`src/rtl/adrv9009_tone_gen_pkg.sv`:
```
// Shared types, register map and step-amplitude lookup for the multi-tone stimulus source.
// Pure declarations; no state.
package adrv9009_tone_gen_pkg;

  typedef enum logic [1:0] {
    SHP_OFF   = 2'b00,
    SHP_SINE8 = 2'b01,
    SHP_TRI4  = 2'b10,
    SHP_SQR   = 2'b11
  } shape_e;

  typedef enum logic [1:0] {
    ST_IDLE,
    ST_RUN,
    ST_DONE
  } state_e;

  localparam logic [7:0] ADDR_TONE_BASE = 8'h00;
  localparam logic [7:0] ADDR_SEG_BASE  = 8'h40;
  localparam logic [7:0] ADDR_LOOP      = 8'h80;

  function automatic logic [2:0] last_step(input logic [1:0] shape);
    case (shape)
      SHP_SINE8: return 3'd7;
      SHP_TRI4:  return 3'd3;
      SHP_SQR:   return 3'd1;
      default:   return 3'd0;
    endcase
  endfunction

  // All arithmetic folds to constants because data_w is always a parameter.
  function automatic longint step_amp(input logic [1:0] shape, input logic [2:0] step,
                                      input int data_w);
    longint fs, nf, k, v;
    fs = (64'sd1 <<< (data_w - 1)) - 64'sd1;
    nf = -fs - 64'sd1;
    k  = (fs * 64'sd70710678 + 64'sd50000000) / 64'sd100000000;
    v  = 64'sd0;
    case (shape)
      SHP_SINE8: begin
        case (step)
          3'd1, 3'd3: v = k;
          3'd2:       v = fs;
          3'd5, 3'd7: v = -k;
          3'd6:       v = nf;
          default:    v = 64'sd0;
        endcase
      end
      SHP_TRI4: begin
        case (step[1:0])
          2'd1:    v = fs;
          2'd3:    v = nf;
          default: v = 64'sd0;
        endcase
      end
      SHP_SQR: v = step[0] ? fs : nf;
      default: v = 64'sd0;
    endcase
    return v;
  endfunction

endpackage

```
`src/rtl/adrv9009_tone_osc.sv`:
```
// One stepped-waveform oscillator; amp is combinational from the current (or restarted) phase.
// Phase advances once per emitted sample, each step held period+1 samples; no backpressure.
module adrv9009_tone_osc #(
  parameter int DATA_W = 16,
  parameter int CNT_W  = 10
) (
  input  logic                     clk_m,
  input  logic                     reset_n,
  input  logic [1:0]               shape,
  input  logic [CNT_W-1:0]         period,
  input  logic                     restart,
  input  logic                     adv,
  output logic signed [DATA_W-1:0] amp
);
  import adrv9009_tone_gen_pkg::*;

  logic [2:0]       step_q, step_d, eff_step;
  logic [CNT_W-1:0] cnt_q, cnt_d, eff_cnt;

  // restart lets the sample taken on the start edge already use step 0.
  always_comb begin
    eff_step = restart ? 3'd0 : step_q;
    eff_cnt  = restart ? '0 : cnt_q;
    amp      = DATA_W'(step_amp(shape, eff_step, DATA_W));
    step_d   = eff_step;
    cnt_d    = eff_cnt;
    if (adv) begin
      if (eff_cnt == period) begin
        cnt_d  = '0;
        step_d = (eff_step >= last_step(shape)) ? 3'd0 : eff_step + 3'd1;
      end else begin
        cnt_d  = eff_cnt + CNT_W'(1);
      end
    end
  end

  always_ff @(posedge clk_m or negedge reset_n) begin
    if (!reset_n) begin
      step_q <= '0;
      cnt_q  <= '0;
    end else begin
      step_q <= step_d;
      cnt_q  <= cnt_d;
    end
  end

endmodule

```
`src/rtl/adrv9009_tone_gen.sv`:
```
// Multi-tone segment-sequenced stimulus source; out is registered, first sample the cycle after start.
// No backpressure; optional ADRV9009_TONE_GEN_DITHER_EN adds an LFSR LSB dither before saturation.
module adrv9009_tone_gen #(
  parameter int DATA_W    = 16,
  parameter int NUM_TONES = 4,
  parameter int CNT_W     = 10,
  parameter int NUM_SEG   = 8
) (
  input  logic                     clk_m,
  input  logic                     reset_n,
  input  logic                     cfg_wr_en,
  input  logic [7:0]               cfg_addr,
  input  logic [31:0]              cfg_wdata,
  input  logic                     start,
  input  logic                     stop,
  output logic                     busy,
  output logic [3:0]               seg_idx,
  output logic signed [DATA_W-1:0] out,
  output logic                     out_valid,
  output logic                     sat_flag,
  output logic                     done
);
  import adrv9009_tone_gen_pkg::*;

  localparam int SEG_W = (NUM_SEG > 1) ? $clog2(NUM_SEG) : 1;
  localparam logic signed [DATA_W+2:0] SUM_MAX = {4'b0000, {(DATA_W-1){1'b1}}};
  localparam logic signed [DATA_W+2:0] SUM_MIN = {4'b1111, {(DATA_W-1){1'b0}}};
  localparam logic signed [DATA_W-1:0] FS_V = {1'b0, {(DATA_W-1){1'b1}}};
  localparam logic signed [DATA_W-1:0] NF_V = {1'b1, {(DATA_W-1){1'b0}}};

  state_e                     state_q, state_d;
  logic [CNT_W-1:0]           tone_per_q [NUM_TONES];
  logic [CNT_W-1:0]           tone_per_d [NUM_TONES];
  logic [1:0]                 tone_shp_q [NUM_TONES];
  logic [1:0]                 tone_shp_d [NUM_TONES];
  logic [15:0]                seg_len_q  [NUM_SEG];
  logic [15:0]                seg_len_d  [NUM_SEG];
  logic [NUM_TONES-1:0]       seg_mask_q [NUM_SEG];
  logic [NUM_TONES-1:0]       seg_mask_d [NUM_SEG];
  logic                       loop_q, loop_d;
  logic [SEG_W-1:0]           seg_q, seg_d;
  logic [15:0]                rem_q, rem_d;
  logic signed [DATA_W-1:0]   out_q, out_d;
  logic                       out_valid_q, sat_q, sat_d, done_q, done_d;
  logic                       emit, restart, clip, first_vld, nxt_vld;
  logic [SEG_W-1:0]           first_idx, nxt_idx;
  logic [NUM_TONES-1:0]       mask_sel;
  logic signed [DATA_W-1:0]   tone_amp [NUM_TONES];
  logic signed [DATA_W+2:0]   sum;
  logic signed [DATA_W-1:0]   sat_val;
  logic                       unused_wdata;

  assign unused_wdata = ^cfg_wdata;

  // Config is frozen while running so a sequence always sees one consistent setup.
  always_comb begin
    tone_per_d = tone_per_q;
    tone_shp_d = tone_shp_q;
    seg_len_d  = seg_len_q;
    seg_mask_d = seg_mask_q;
    loop_d     = loop_q;
    if (cfg_wr_en && state_q != ST_RUN) begin
      for (int t = 0; t < NUM_TONES; t++) begin
        if (cfg_addr == ADDR_TONE_BASE + 8'(t)) begin
          tone_per_d[t] = cfg_wdata[CNT_W-1:0];
          tone_shp_d[t] = cfg_wdata[17:16];
        end
      end
      for (int s = 0; s < NUM_SEG; s++) begin
        if (cfg_addr == ADDR_SEG_BASE + 8'(s)) begin
          seg_len_d[s]  = cfg_wdata[15:0];
          seg_mask_d[s] = cfg_wdata[16 +: NUM_TONES];
        end
      end
      if (cfg_addr == ADDR_LOOP) loop_d = cfg_wdata[0];
    end
  end

  always_comb begin
    first_vld = 1'b0;
    first_idx = '0;
    nxt_vld   = 1'b0;
    nxt_idx   = '0;
    for (int i = NUM_SEG - 1; i >= 0; i--) begin
      if (seg_len_q[i] != 16'd0) begin
        first_vld = 1'b1;
        first_idx = SEG_W'(i);
      end
      if (SEG_W'(i) > seg_q && seg_len_q[i] != 16'd0) begin
        nxt_vld = 1'b1;
        nxt_idx = SEG_W'(i);
      end
    end
    if (!nxt_vld && loop_q) begin
      nxt_vld = first_vld;
      nxt_idx = first_idx;
    end
  end

  always_comb begin
    state_d  = state_q;
    seg_d    = seg_q;
    rem_d    = rem_q;
    done_d   = 1'b0;
    emit     = 1'b0;
    restart  = 1'b0;
    mask_sel = '0;
    case (state_q)
      ST_IDLE: begin
        if (start) begin
          restart = 1'b1;
          if (first_vld) begin
            state_d  = ST_RUN;
            seg_d    = first_idx;
            rem_d    = seg_len_q[first_idx] - 16'd1;
            mask_sel = seg_mask_q[first_idx];
            emit     = 1'b1;
          end else begin
            state_d = ST_DONE;
            done_d  = 1'b1;
          end
        end
      end
      ST_RUN: begin
        if (stop) begin
          state_d = ST_IDLE;
        end else if (rem_q != 16'd0) begin
          rem_d    = rem_q - 16'd1;
          mask_sel = seg_mask_q[seg_q];
          emit     = 1'b1;
        end else if (nxt_vld) begin
          seg_d    = nxt_idx;
          rem_d    = seg_len_q[nxt_idx] - 16'd1;
          mask_sel = seg_mask_q[nxt_idx];
          emit     = 1'b1;
        end else begin
          state_d = ST_DONE;
          done_d  = 1'b1;
        end
      end
      default: state_d = ST_IDLE;
    endcase
  end

  for (genvar t = 0; t < NUM_TONES; t++) begin : g_tone
    adrv9009_tone_osc #(.DATA_W(DATA_W), .CNT_W(CNT_W)) u_osc (
      .clk_m   (clk_m),
      .reset_n (reset_n),
      .shape   (tone_shp_q[t]),
      .period  (tone_per_q[t]),
      .restart (restart),
      .adv     (emit),
      .amp     (tone_amp[t])
    );
  end

`ifdef ADRV9009_TONE_GEN_DITHER_EN
  localparam logic [15:0] LFSR_SEED = 16'hACE1;
  logic [15:0] lfsr_q, lfsr_d, lfsr_eff;

  always_comb begin
    lfsr_eff = restart ? LFSR_SEED : lfsr_q;
    lfsr_d   = lfsr_eff;
    if (emit) lfsr_d = {lfsr_eff[14:0], lfsr_eff[15] ^ lfsr_eff[13] ^ lfsr_eff[12] ^ lfsr_eff[10]};
  end

  always_ff @(posedge clk_m or negedge reset_n) begin
    if (!reset_n) lfsr_q <= LFSR_SEED;
    else          lfsr_q <= lfsr_d;
  end
`endif

  always_comb begin
    sum = '0;
    for (int t = 0; t < NUM_TONES; t++) begin
      if (mask_sel[t]) sum = sum + (DATA_W+3)'(tone_amp[t]);
    end
`ifdef ADRV9009_TONE_GEN_DITHER_EN
    sum = sum + {{(DATA_W+2){1'b0}}, lfsr_eff[0]};
`endif
    clip    = (sum > SUM_MAX) || (sum < SUM_MIN);
    sat_val = clip ? (sum[DATA_W+2] ? NF_V : FS_V) : sum[DATA_W-1:0];
    out_d   = emit ? sat_val : '0;
    sat_d   = (restart ? 1'b0 : sat_q) | (emit & clip);
  end

  always_ff @(posedge clk_m or negedge reset_n) begin
    if (!reset_n) begin
      state_q     <= ST_IDLE;
      for (int i = 0; i < NUM_TONES; i++) begin
        tone_per_q[i] <= '0;
        tone_shp_q[i] <= '0;
      end
      for (int i = 0; i < NUM_SEG; i++) begin
        seg_len_q[i]  <= '0;
        seg_mask_q[i] <= '0;
      end
      loop_q      <= 1'b0;
      seg_q       <= '0;
      rem_q       <= '0;
      out_q       <= '0;
      out_valid_q <= 1'b0;
      sat_q       <= 1'b0;
      done_q      <= 1'b0;
    end else begin
      state_q     <= state_d;
      tone_per_q  <= tone_per_d;
      tone_shp_q  <= tone_shp_d;
      seg_len_q   <= seg_len_d;
      seg_mask_q  <= seg_mask_d;
      loop_q      <= loop_d;
      seg_q       <= seg_d;
      rem_q       <= rem_d;
      out_q       <= out_d;
      out_valid_q <= emit;
      sat_q       <= sat_d;
      done_q      <= done_d;
    end
  end

  assign busy      = (state_q == ST_RUN);
  assign seg_idx   = 4'(seg_q);
  assign out       = out_q;
  assign out_valid = out_valid_q;
  assign sat_flag  = sat_q;
  assign done      = done_q;

endmodule
```
`config.mk`:
```
export PLATFORM = sky130hd
export DESIGN_NAME = adrv9009_tone_gen
export DESIGN_NICKNAME = d
export VERILOG_FILES = /design/src/rtl/adrv9009_tone_gen_pkg.sv /design/src/rtl/adrv9009_tone_osc.sv /design/src/rtl/adrv9009_tone_gen.sv
export SDC_FILE = /design/constraint.sdc
export NUM_CORES = 1
export LEC_CHECK = 0
export CAP_MARGIN = 15
export CELL_PAD_IN_SITES_DETAIL_PLACEMENT = 0
export CELL_PAD_IN_SITES_GLOBAL_PLACEMENT = 1
export CORE_ASPECT_RATIO = 1.4
export CORE_MARGIN = 2
export CORE_UTILIZATION = 50
export CTS_CLUSTER_SIZE = 24
export DETAILED_ROUTE_END_ITERATION = 10
export GPL_ROUTABILITY_DRIVEN = 0
export HOLD_SLACK_MARGIN = 0.12
export PLACE_DENSITY = 0.94
export SETUP_SLACK_MARGIN = 0.2
export SLEW_MARGIN = 5
export SYNTH_ARGS = -nofsm -noshare
export SYNTH_HDL_FRONTEND = slang
export SYNTH_SLANG_ARGS = --single-unit
```
`constraint.sdc`:
```
create_clock -name clk_m -period 14 [get_ports clk_m]
set_clock_uncertainty 0.05 [all_clocks]
set_input_delay 1.4 -clock clk_m [delete_from_list [all_inputs] [get_ports clk_m]]
set_output_delay 1.4 -clock clk_m [all_outputs]
set_load 0.01 [all_outputs]
```
Word-level counts from Yosys, hierarchy flattened
Index checks and enable logic that the tools add are counted. Widths: inputs -> output; s select.

Input bits: 45. Output and inout bits: 24. Register bits after elaboration: 301. Logic and storage cells: 345.

Multiplexer cells: 151. Add/sub/neg operators: 14. Order comparisons: 17. Reduce and logical (&&, ||, !) cells: 48. Equal/unequal tests: 70. Bitwise logic cells: 5.

Operators by type and width (count): $mux 16 (16); $pmux 16 s4 (4); $pmux 16 s3 (4); $pmux 16 s2 (5); $reduce_bool 16->1 (9); $mux 3 (46); $mux 10 (12); $bmux 16 s3 (2); $mux 19 (4); $eq 8x7->1 const B (8); $add 19x16->19 (3); $sub 16x1->16 const B (3); $mux 4 (11); $add 10x1->10 const B (4); $eq 10x10->1 (4); $bmux 4 s3 (3); $eq 3x3->1 const B (12); $pmux 3 s3 (4); $mux 1 (30); $reduce_and 2->1 (13); $eq 2x2->1 const B (12); $eq 3x2->1 const B (8); $gt 19x16->1 const B (1); $lt 19x16->1 const B (1); other kinds (33) (86).

Logic depth before layout (Yosys ltp)
Word-level depth: 32. Depth in mapped cells: 45. Gate-level depth less buffers: 40.

Modules after synthesis
Synthesis repeated with hierarchy kept, for this count alone.

Cell total of the unflattened synthesis: 2431. Area total of the unflattened synthesis: 21953.6 sq um.

Modules (own cells, without submodules): adrv9009_tone_gen (times used 1, area each 16998.8 sq um, sequential area each 6231.0 sq um, cells an instance 1843); adrv9009_tone_osc at g_tone[0].u_osc ... (times used 3, area each 1237.4 sq um, sequential area each 325.3 sq um, cells an instance 145); adrv9009_tone_osc at g_tone[3].u_osc (times used 1, area each 1242.4 sq um, sequential area each 325.3 sq um, cells an instance 153).

Worst setup path before layout
OpenSTA, ideal clock, no wires.

Path type: in2reg. Start: input start. End: register sat_q, in the netlist sat_flag. Stages on the path: 40. Required time: 13.829 ns. Setup time: 0.121 ns. Path buffers: 5. Path slack: 4.027 ns. Arrival: 9.802 ns. Cell sequence: nand2_1 > clkbuf_1 > clkbuf_1 > clkbuf_1 > clkbuf_1 > clkbuf_1 > nand2_1 > inv_1 > ha_1 > ha_1 > a21oi_1 > nor3b_1 > or2_2 > nand2_1 > nand2_1 > fa_1 > inv_1 > fa_1 > [4 not listed] > a21boi_0 > o41ai_1 > o21ai_0 > o41ai_1 > inv_1 > a21oi_1 > xnor2_1 > mux2_2 > ha_1 > and3_1 > a21oi_1 > o21ai_0 > or4_1 > o311ai_0 > xnor2_1 > mux2_2 > or4_1 > a22o_1.

Longest elaborated chain between the ends: 18. Elaborated cells on any way between the ends: 79. Classes of those cells: add/sub (3); order compare (2); eq/ne (32); mux (31); bitwise (2); reduce/logical (9).

RTL lines: start, declared (line adrv9009_tone_gen.sv:14) `input logic start,`; $mux 1 (line adrv9009_tone_gen.sv:110) `if (start) begin`; $mux 1 (line adrv9009_tone_gen.sv:108) `case (state_q)`; $mux 3 (line adrv9009_tone_osc.sv:22) `eff_step = restart ? 3'd0 : step_q;`; $eq 3x3->1, or another cell as far along (line adrv9009_tone_gen_pkg.sv:41) `case (step)`; $reduce_or 2->1 (line adrv9009_tone_gen_pkg.sv:41); $pmux 16 s4 (line adrv9009_tone_gen_pkg.sv:41); $pmux 16 s3 (line adrv9009_tone_gen_pkg.sv:39) `case (shape)`; $mux 19 (line adrv9009_tone_gen.sv:176) `if (mask_sel[t]) sum = sum + (DATA_W+3)'(tone_amp[t]);`; [3 not listed]; $mux 19 (line adrv9009_tone_gen.sv:176); $add 19x16->19 (line adrv9009_tone_gen.sv:176); $mux 19 (line adrv9009_tone_gen.sv:176); $gt 19x16->1 / $lt 19x16->1 (equally long branches) (line adrv9009_tone_gen.sv:181) `clip = (sum > SUM_MAX) || (sum < SUM_MIN);`; $logic_or 1x1->1 (line adrv9009_tone_gen.sv:181); $and 1x1->1 (line adrv9009_tone_gen.sv:184) `sat_d = (restart ? 1'b0 : sat_q) | (emit & clip);`; $or 1x1->1 * (line adrv9009_tone_gen.sv:184); via sat_d (line adrv9009_tone_gen.sv:44) `logic out_valid_q, sat_q, sat_d, done_q, done_d;`; end signal, assigned (line adrv9009_tone_gen.sv:216) `sat_q <= sat_d;`; end, declared (line adrv9009_tone_gen.sv:44).

Mark *: on every way through the listed nets, which the timed path passes. The rest lies on a longest branch. A chain may end at the register's enable or synchronous reset.

Worst setup path after layout
Start: register seg_len_q[83] (netlist name). End: register out_q[9], in the netlist out[9].

Longest elaborated chain between the ends: 27. Elaborated cells on any way between the ends: 51. Classes of those cells: add/sub (3); order compare (2); mux (39); bitwise (2); reduce/logical (5).

RTL lines: start, declared (line adrv9009_tone_gen.sv:36) `logic [15:0] seg_len_q [NUM_SEG];`; start signal, assigned (line adrv9009_tone_gen.sv:209) `seg_len_q <= seg_len_d;`; $reduce_bool 16->1 * (line adrv9009_tone_gen.sv:85, adrv9009_tone_gen.sv:89); $logic_and 1x1->1 (line adrv9009_tone_gen.sv:89) `if (SEG_W'(i) > seg_q && seg_len_q[i] != 16'd0) begin`; $mux 1 (3 in series) (line adrv9009_tone_gen.sv:89); $logic_not 1->1 (line adrv9009_tone_gen.sv:94) `if (!nxt_vld && loop_q) begin`; $logic_and 1x1->1 (line adrv9009_tone_gen.sv:94); $mux 3 (line adrv9009_tone_gen.sv:94); $not 3->4 (not written as such) (line adrv9009_tone_gen.sv:134) `mask_sel = seg_mask_q[nxt_idx];`; $bmux 4 s3 (line adrv9009_tone_gen.sv:134); [10 not listed]; $mux 19 (line adrv9009_tone_gen.sv:176); $add 19x16->19 (line adrv9009_tone_gen.sv:176); $mux 19 (line adrv9009_tone_gen.sv:176); $gt 19x16->1 / $lt 19x16->1 (equally long branches) (line adrv9009_tone_gen.sv:181); $logic_or 1x1->1 (line adrv9009_tone_gen.sv:181); $mux 16 (line adrv9009_tone_gen.sv:182) `sat_val = clip ? (sum[DATA_W+2] ? NF_V : FS_V) : sum[DATA_W-1:0];`; $mux 16 * (line adrv9009_tone_gen.sv:183) `out_d = emit ? sat_val : '0;`; via out_d[9] (line adrv9009_tone_gen.sv:43) `logic signed [DATA_W-1:0] out_q, out_d;`; end signal, assigned (line adrv9009_tone_gen.sv:214) `out_q <= out_d;`; end, declared (line adrv9009_tone_gen.sv:43).

Mark *: on every way through the listed nets, which the timed path passes. The rest lies on a longest branch. The select of a mux whose other input is x is not followed.

==> impl_metrics.tcl <==
set metrics [dict create \
    routed_wl_um 64100 \
    vdd_ir_drop_max_mv 0.113 \
    p_switching_uw 1450 \
    fin_tns_setup_ns 0 \
    clockPowerShare_pct 24.3 \
    cp.required_ns 14.37 \
    post-route-period-util_pct 89.8 \
    period_minus_slack_ns 12.58 \
    hold_path_class "reg2reg" \
    muxShareOfSynthArea_pct 17.6 \
    crit_type "reg2reg" \
    drv_slew 0 \
    ys.flop_type "dfrtp_1" \
    syn_area_mm2 0.0210 \
    placement.io_buffers 55 \
    post_cts_buffers 0 \
    drc 0 \
    grt_pass1_vias 18400 \
    synth_warnings 0 \
    synth_compound_area_share_pct 16.8 \
    ctsRootBufferMaster "clkbuf_16" \
    clk_pin_slew_ns 0.06 \
    worstMarginPinSlew_ns 1.20 \
    cts.sinks 301 \
    drive_above_1_share_pct 16.8 \
    overflow 0 \
    synth_top_family_by_area "multiplexers" \
    cellPowerDensity_mw_per_mm2 151 \
    drt_iter0_drc 1686 \
    power_switching_share_pct 41.5 \
    synthSimpleGateAreaFrac_pct 15.5 \
    rsz0062_at_grt "no" \
    cp.arrival_ns 12.94 \
    setup_viol 0 \
    vias 18300 \
    cpMaxStageDelayCell "nor4_1" \
    hpwlAfterDp_um 43900 \
    synthCells 2198 \
    synth-xor-area-share_pct 3.41 \
    synth_area_per_cell_um2 9.54 \
    die-area_mm2 0.0436 \
    cp-startpoint "seg_len_q[83]" \
    nFillCells 3585 \
    vias_per_cell 6.59 \
    max_freq_mhz 79.5 \
    area_growth_pct 10.1 \
    p_leak_uw 0.0105 \
    wl_per_cell_um 23.2 \
    post_cts_resized 0 \
    fp.dieH_um 246 \
    hp-start "rem_q[5]" \
    crit_path_max_fanout 18 \
    r2r-start "seg_len_q[83]" \
    comb_power_share_pct 46.4 \
    intPower_uw 2040 \
    synthAdderAreaFrac_pct 6.60 \
    cts_buffers 30 \
    start_kind "flip-flop" \
    endpoint_kind "flip-flop" \
    postSynth.asyncResetShare_pct 100 \
    row_count 88 \
    ys_seq_elements 301 \
    core-area_mm2 0.0413 \
    dr.pass1.iters 5 \
    initial_core_util_pct 50.8 \
    yosysSeqAreaShare_pct 35.9 \
    syn_nets 2350 \
    fin_nets 2360 \
    ctsHoldBuffers 0 \
    die_w_um 177 \
    final_util_pct 55.9 \
    grt_start_max_net_pins 117 \
    synthDistinctLibCells 92 \
    grt_pass1_wl_um 99900 \
    synth_edf_count 0 \
    grtUsageTotal_pct 29.2 \
    clock_path_buffers 3 \
    slew_headroom_pct 19.5 \
    clock_latency_ns 0.61 \
    max_stage_delay_ns 0.98 \
    p_seq_share_pct 29.3 \
    cts_tree "yes" \
    antenna_found_initial 1 \
    maxCapViolations 0 \
    outcome "finished, final reports clean" \
    io_pins 69 \
    ant_nets 0 \
    htreeDepth 1 \
    finalHoldViolations 0 \
]
[cell type report]
| class | count | area (um2) | share of cell area [%] |
|---|---|---|---|
| antenna | 1 | 2.50 | 0.0108 |
| clock buffer | 38 | 801 | 3.47 |
| clock inverter | 15 | 210 | 0.911 |
| inverter | 93 | 349 | 1.51 |
| multi-input combinational | 1683 | 12600 | 54.7 |
| sequential | 301 | 7530 | 32.6 |
| tap | 540 | 676 | 2.93 |
| timing repair buffer | 99 | 887 | 3.84 |
[cells by family after synthesis]
logic type | count (synthesis)
fa+ha+maj | 107
compound gates | 515
other cells | 1
simple gates | 658
buf+inv | 214
xor+xnor | 80
flops | 301
mux | 322
[placed cells by master, fill, tap and decap left out, types with 29 or more instances in the layout]
cell             Yosys  final
a21oi_1            138    137
buf_4                2     42
clkbuf_16            0     30
clkdlybuf4s50_1      0     54
dfrtp_1            301    301
ha_1               101    101
inv_1               92     92
mux2_2             226    226
mux2i_1             81     81
nand2_1            178    177
nand3_1             66     66
nor2_1             176    173
nor3_1              30     29
nor4_1              38     37
o21ai_0             98     98
xnor2_1             47     47
xor2_1              32     32
[power groups by stage]
stage,combinational [uW],sequential (uW),clock [uW]
after floorplan,1150,1020,0
after global placement,1520,1030,0
after detailed placement,1570,1030,0
after CTS,1580,1020,858
after global routing,1740,1030,889
final,1620,1020,847
[registers in the layout, indices dropped and copies added (netlist names), 2 cells and up]
register,cells
g_tone.u_osc.cnt_q,40
g_tone.u_osc.step_q,12
out,16
rem_q,16
seg_len_q,128
seg_mask_q,32
seg_q,3
state_q,2
tone_per_q,40
tone_shp_q,8
[cells in the mapped netlist, types with 11 or more instances]
library cell,number,area (um2)
inv_1,92,345
nand3_1,66,330
buf_1,13,48.8
a2111oi_0,18,158
clkbuf_1,88,330
a211oi_1,24,180
nor2b_1,13,81.3
ha_1,101,1260
o2111ai_1,12,105
nand4_1,18,113
nor3_1,30,150
mux2i_1,81,811
o21ai_0,98,490
and3_1,11,68.8
or3_1,15,93.8
nand2_1,178,668
a31oi_1,28,175
a21oi_1,138,691
xor2_1,32,280
a21o_1,24,180
nor4_1,38,238
o211ai_1,14,105
mux4_2,14,315
nor4bb_1,12,120
buf_2,12,60.1
and4_1,12,105
and2_1,19,119
nor2_1,176,661
or2_2,11,68.8
dfrtp_1,301,7530
a221oi_1,15,131
nand2b_1,26,163
o311ai_0,13,114
mux2_2,226,2540
xnor2_1,47,412
[path summary, 6_finish.rpt]
path                                  to  slack [ns]  cells past startpoint
min                             rem_q[5]        0.47                      2
max in group asynchronous        out[12]       11.53                      2
max reg2reg                       out[9]        1.42                     35
min in group asynchronous  seg_len_q[98]        0.84                      1
max                               out[9]        1.42                     35
min reg2reg                     rem_q[5]        0.47                      2
[per-layer routing]
| metal | share of wire (%) | routed length [um] | GRT usage (%) |
|---|---|---|---|
| met3 | 6.6 | 4260 | 4.01 |
| met4 | 7.7 | 4930 | 20.2 |
| met5 | 0 | 0 | 0 |
| met1 | 37 | 23700 | 33.4 |
| met2 | 49 | 31200 | 50.1 |
[worst max-delay path, delay by kind of cell, from the launching register on]
family                     cells  cell delay (ns)
muxes                          3             0.93
adders and majority gates      4             1.59
xor gates and xnor gates       2             0.22
and+or+nand+nor                6             3.12
buffers and inverters          3             0.44
AOI/OAI and AO/OA             17             5.60
DFF                            1             0.41
[stage by stage]
stage | hold slack (ns) | power, uW | area, um2 | worst slack (ns) | cells
global route | 0.502 | 3650 | 23100 | 0.886 | 2770
global placement | 0.435 | 2550 | 22000 | 2.28 | 2714
floorplan | 0.417 | 2170 | 21000 | 4.03 | 2198
detailed placement | 0.457 | 2600 | 22000 | 1.89 | 2714
finish | 0.475 | 3490 | 23100 | 1.42 | 2770
CTS | 0.470 | 3450 | 23100 | 1.82 | 2767
(Power assumes the default switching activity.)
==> RTL change, RTL diff (same settings) <==
Put a register stage on the outputs `busy` and `seg_idx`. The values now appear one clock later. The other outputs are not delayed to match.
--- a/src/rtl/adrv9009_tone_gen.sv
+++ b/src/rtl/adrv9009_tone_gen.sv
@@ -219,6 +219,13 @@
   end
 
-  assign busy      = (state_q == ST_RUN);
-  assign seg_idx   = 4'(seg_q);
+  always_ff @(posedge clk_m or negedge reset_n) begin
+    if (!reset_n) begin
+      busy    <= '0;
+      seg_idx <= '0;
+    end else begin
+      busy    <= (state_q == ST_RUN);
+      seg_idx <= 4'(seg_q);
+    end
+  end
   assign out       = out_q;
   assign out_valid = out_valid_q;
Behaviour: not the same (Yosys sat finds a counterexample within 4 cycles, from zero or initial values and one cycle with reset_n low).
==> RTL change against the unedited design <==
Area after synthesis up 3.2%; sequential cell count up 4; final cell count up 2.3%; setup slack better by 1.3 ns; final area up 2.9%; power up 11%; wire length down 0.98%; sequential power up 7%; largest power group unchanged.
==> RTL change: results <==
outcome:
  status: "complete, no violations"
finish:
  n_antenna_cell: 0
  largestRegisters: "seg_len_q: 128 flops, g_tone.u_osc.cnt_q: 40 flops, tone_per_q: 40 flops"
  layout-drive-gt1-share_pct: 18.2
  fin_cells: 2835
  fin_nets: 2411
global_routing:
  antenna_found_initial: 1
  grt_pass1_wl_mm: 99.8
  track_usage_pct: 27.6
  grt_pass1_vias: 18528
  grt_max_degree: 109
synth:
  yosysWarnings: 0
  syn_area_per_cell_um2: 9.54
  synthTopCellsByCount: "dfrtp_1 (305), mux2_2 (240), nand2_1 (209), nor2_1 (174), a21oi_1 (119)"
  yosys-top-cells-area: "dfrtp_1 (35%), mux2_2 (12%), ha_1 (5.8%)"
  yosysSeqAreaShare_pct: 35.3
  synthArstFlopShare_pct: 100
  ys_types: 108
min_path:
  hp-class: "flip-flop to flip-flop"
clocking:
  numCtsBuffers: 34
  cts.path.max_buffers: 3
  worstSkewPairLatency_ns: 0.55
  cts-root-buf: "clkbuf_16"
  cts_setup_buffers: 0
  cts_htree_levels: 2
  clk_pin_slew_ns: 0.06
  cts_resized: 0
timing:
  maxSlewHeadroom_pct: 19.6
pwr:
  ir_drop_mv: 0.138
  p_leak_nw: 10.6
  switchingPower_mw: 1.70
setup_path:
  cp_slowest_cell: "nor4_1"
  cp.arrival_ns: 11.67
  crit_fanout: 46
  critical-path-max-stage-delay_ns: 1.02
placement:
  postPlaceCellArea_mm2: 0.0226
  port-buffer-count: 55
  preCtsSetupSlack_ns: 2.90
  hpwl_mm: 43.4
drt:
  first_pass_iters: 7
  viasPerCell: 6.53
  drt-initial-drc-count: 1741
  drt-total-wl_mm: 63.5
## RTL change: cell count changes after synthesis, sizes merged, moves of 13 or more
cell	change
nand2	+32
nand3	+26
nor3	+24
a21oi	-20
and3	+20
a311oi	+18
buf	+16
mux2	+16
o311ai	-14
mux2i	+13
## RTL change: cells by family after synthesis
logic type	Yosys count	share of synthesized area [%]
xor gates and xnor gates	78	3.23
DFF	305	35.3
AOI/OAI and AO/OA	484	15.5
buffers and inverters	211	4.21
muxes	346	18.0
adders and majority gates	107	6.39
and+or+nand+nor	736	17.4
other	1	0.0173
## RTL change: final cells by class
type                       instances  area [µm²]
timing repair buffer              81         751
fill                            3697       19200
multi-input combinational       1752       13200
inverter                          85         319
clock buffer                      46         977
tap                              552         691
clock inverter                    14         195
sequential                       305        7630
## RTL change: critical path, delay by kind of cell (launching register included)
family	cells	cell delay [ns]
AO/OA/AOI/OAI	13	3.70
XOR/XNOR	2	0.38
adder cells (fa/ha/maj)	4	1.55
buffers and inverters	1	0.07
flip-flops	1	0.43
multiplexers	3	0.90
AND/OR/NAND/NOR	10	4.05
## RTL change: power by group through the flow
stage	logic, mW	clock network, mW	registers, mW
global placement	1.72	0	1.09
finish	1.83	0.950	1.09
global route	1.91	0.998	1.09
CTS	1.78	0.966	1.08
floorplan	1.30	0	1.06
detailed placement	1.77	0	1.10
## RTL change: final timing paths
kind / startpoint / end / slack (ns) / depth (start not counted)
worst max-delay path: seg_len_q[80] / out[2] / 2.70 / 33
worst min-delay path: tone_per_q[39] / tone_per_q[39] / 0.48 / 1
worst max register to register: seg_len_q[80] / out[2] / 2.70 / 33
worst min register to register: tone_per_q[39] / tone_per_q[39] / 0.48 / 1
max in group asynchronous: reset_n / seg_len_q[91] / 10.90 / 3
min in group asynchronous: reset_n / g_tone[1].u_osc.cnt_q[4] / 0.85 / 1
## RTL change: per-layer routing
layer / routed length [µm] / vias up / part of all wire, % / GRT usage [%]
li1: - / 8333 / - / -
met1: 23600 / 9028 / 37 / 31.9
met2: 30500 / 866 / 48 / 47.9
met3: 4700 / 289 / 7.4 / 4.39
met4: 4690 / 0 / 7.4 / 17.3
met5: 0 / - / 0 / 0
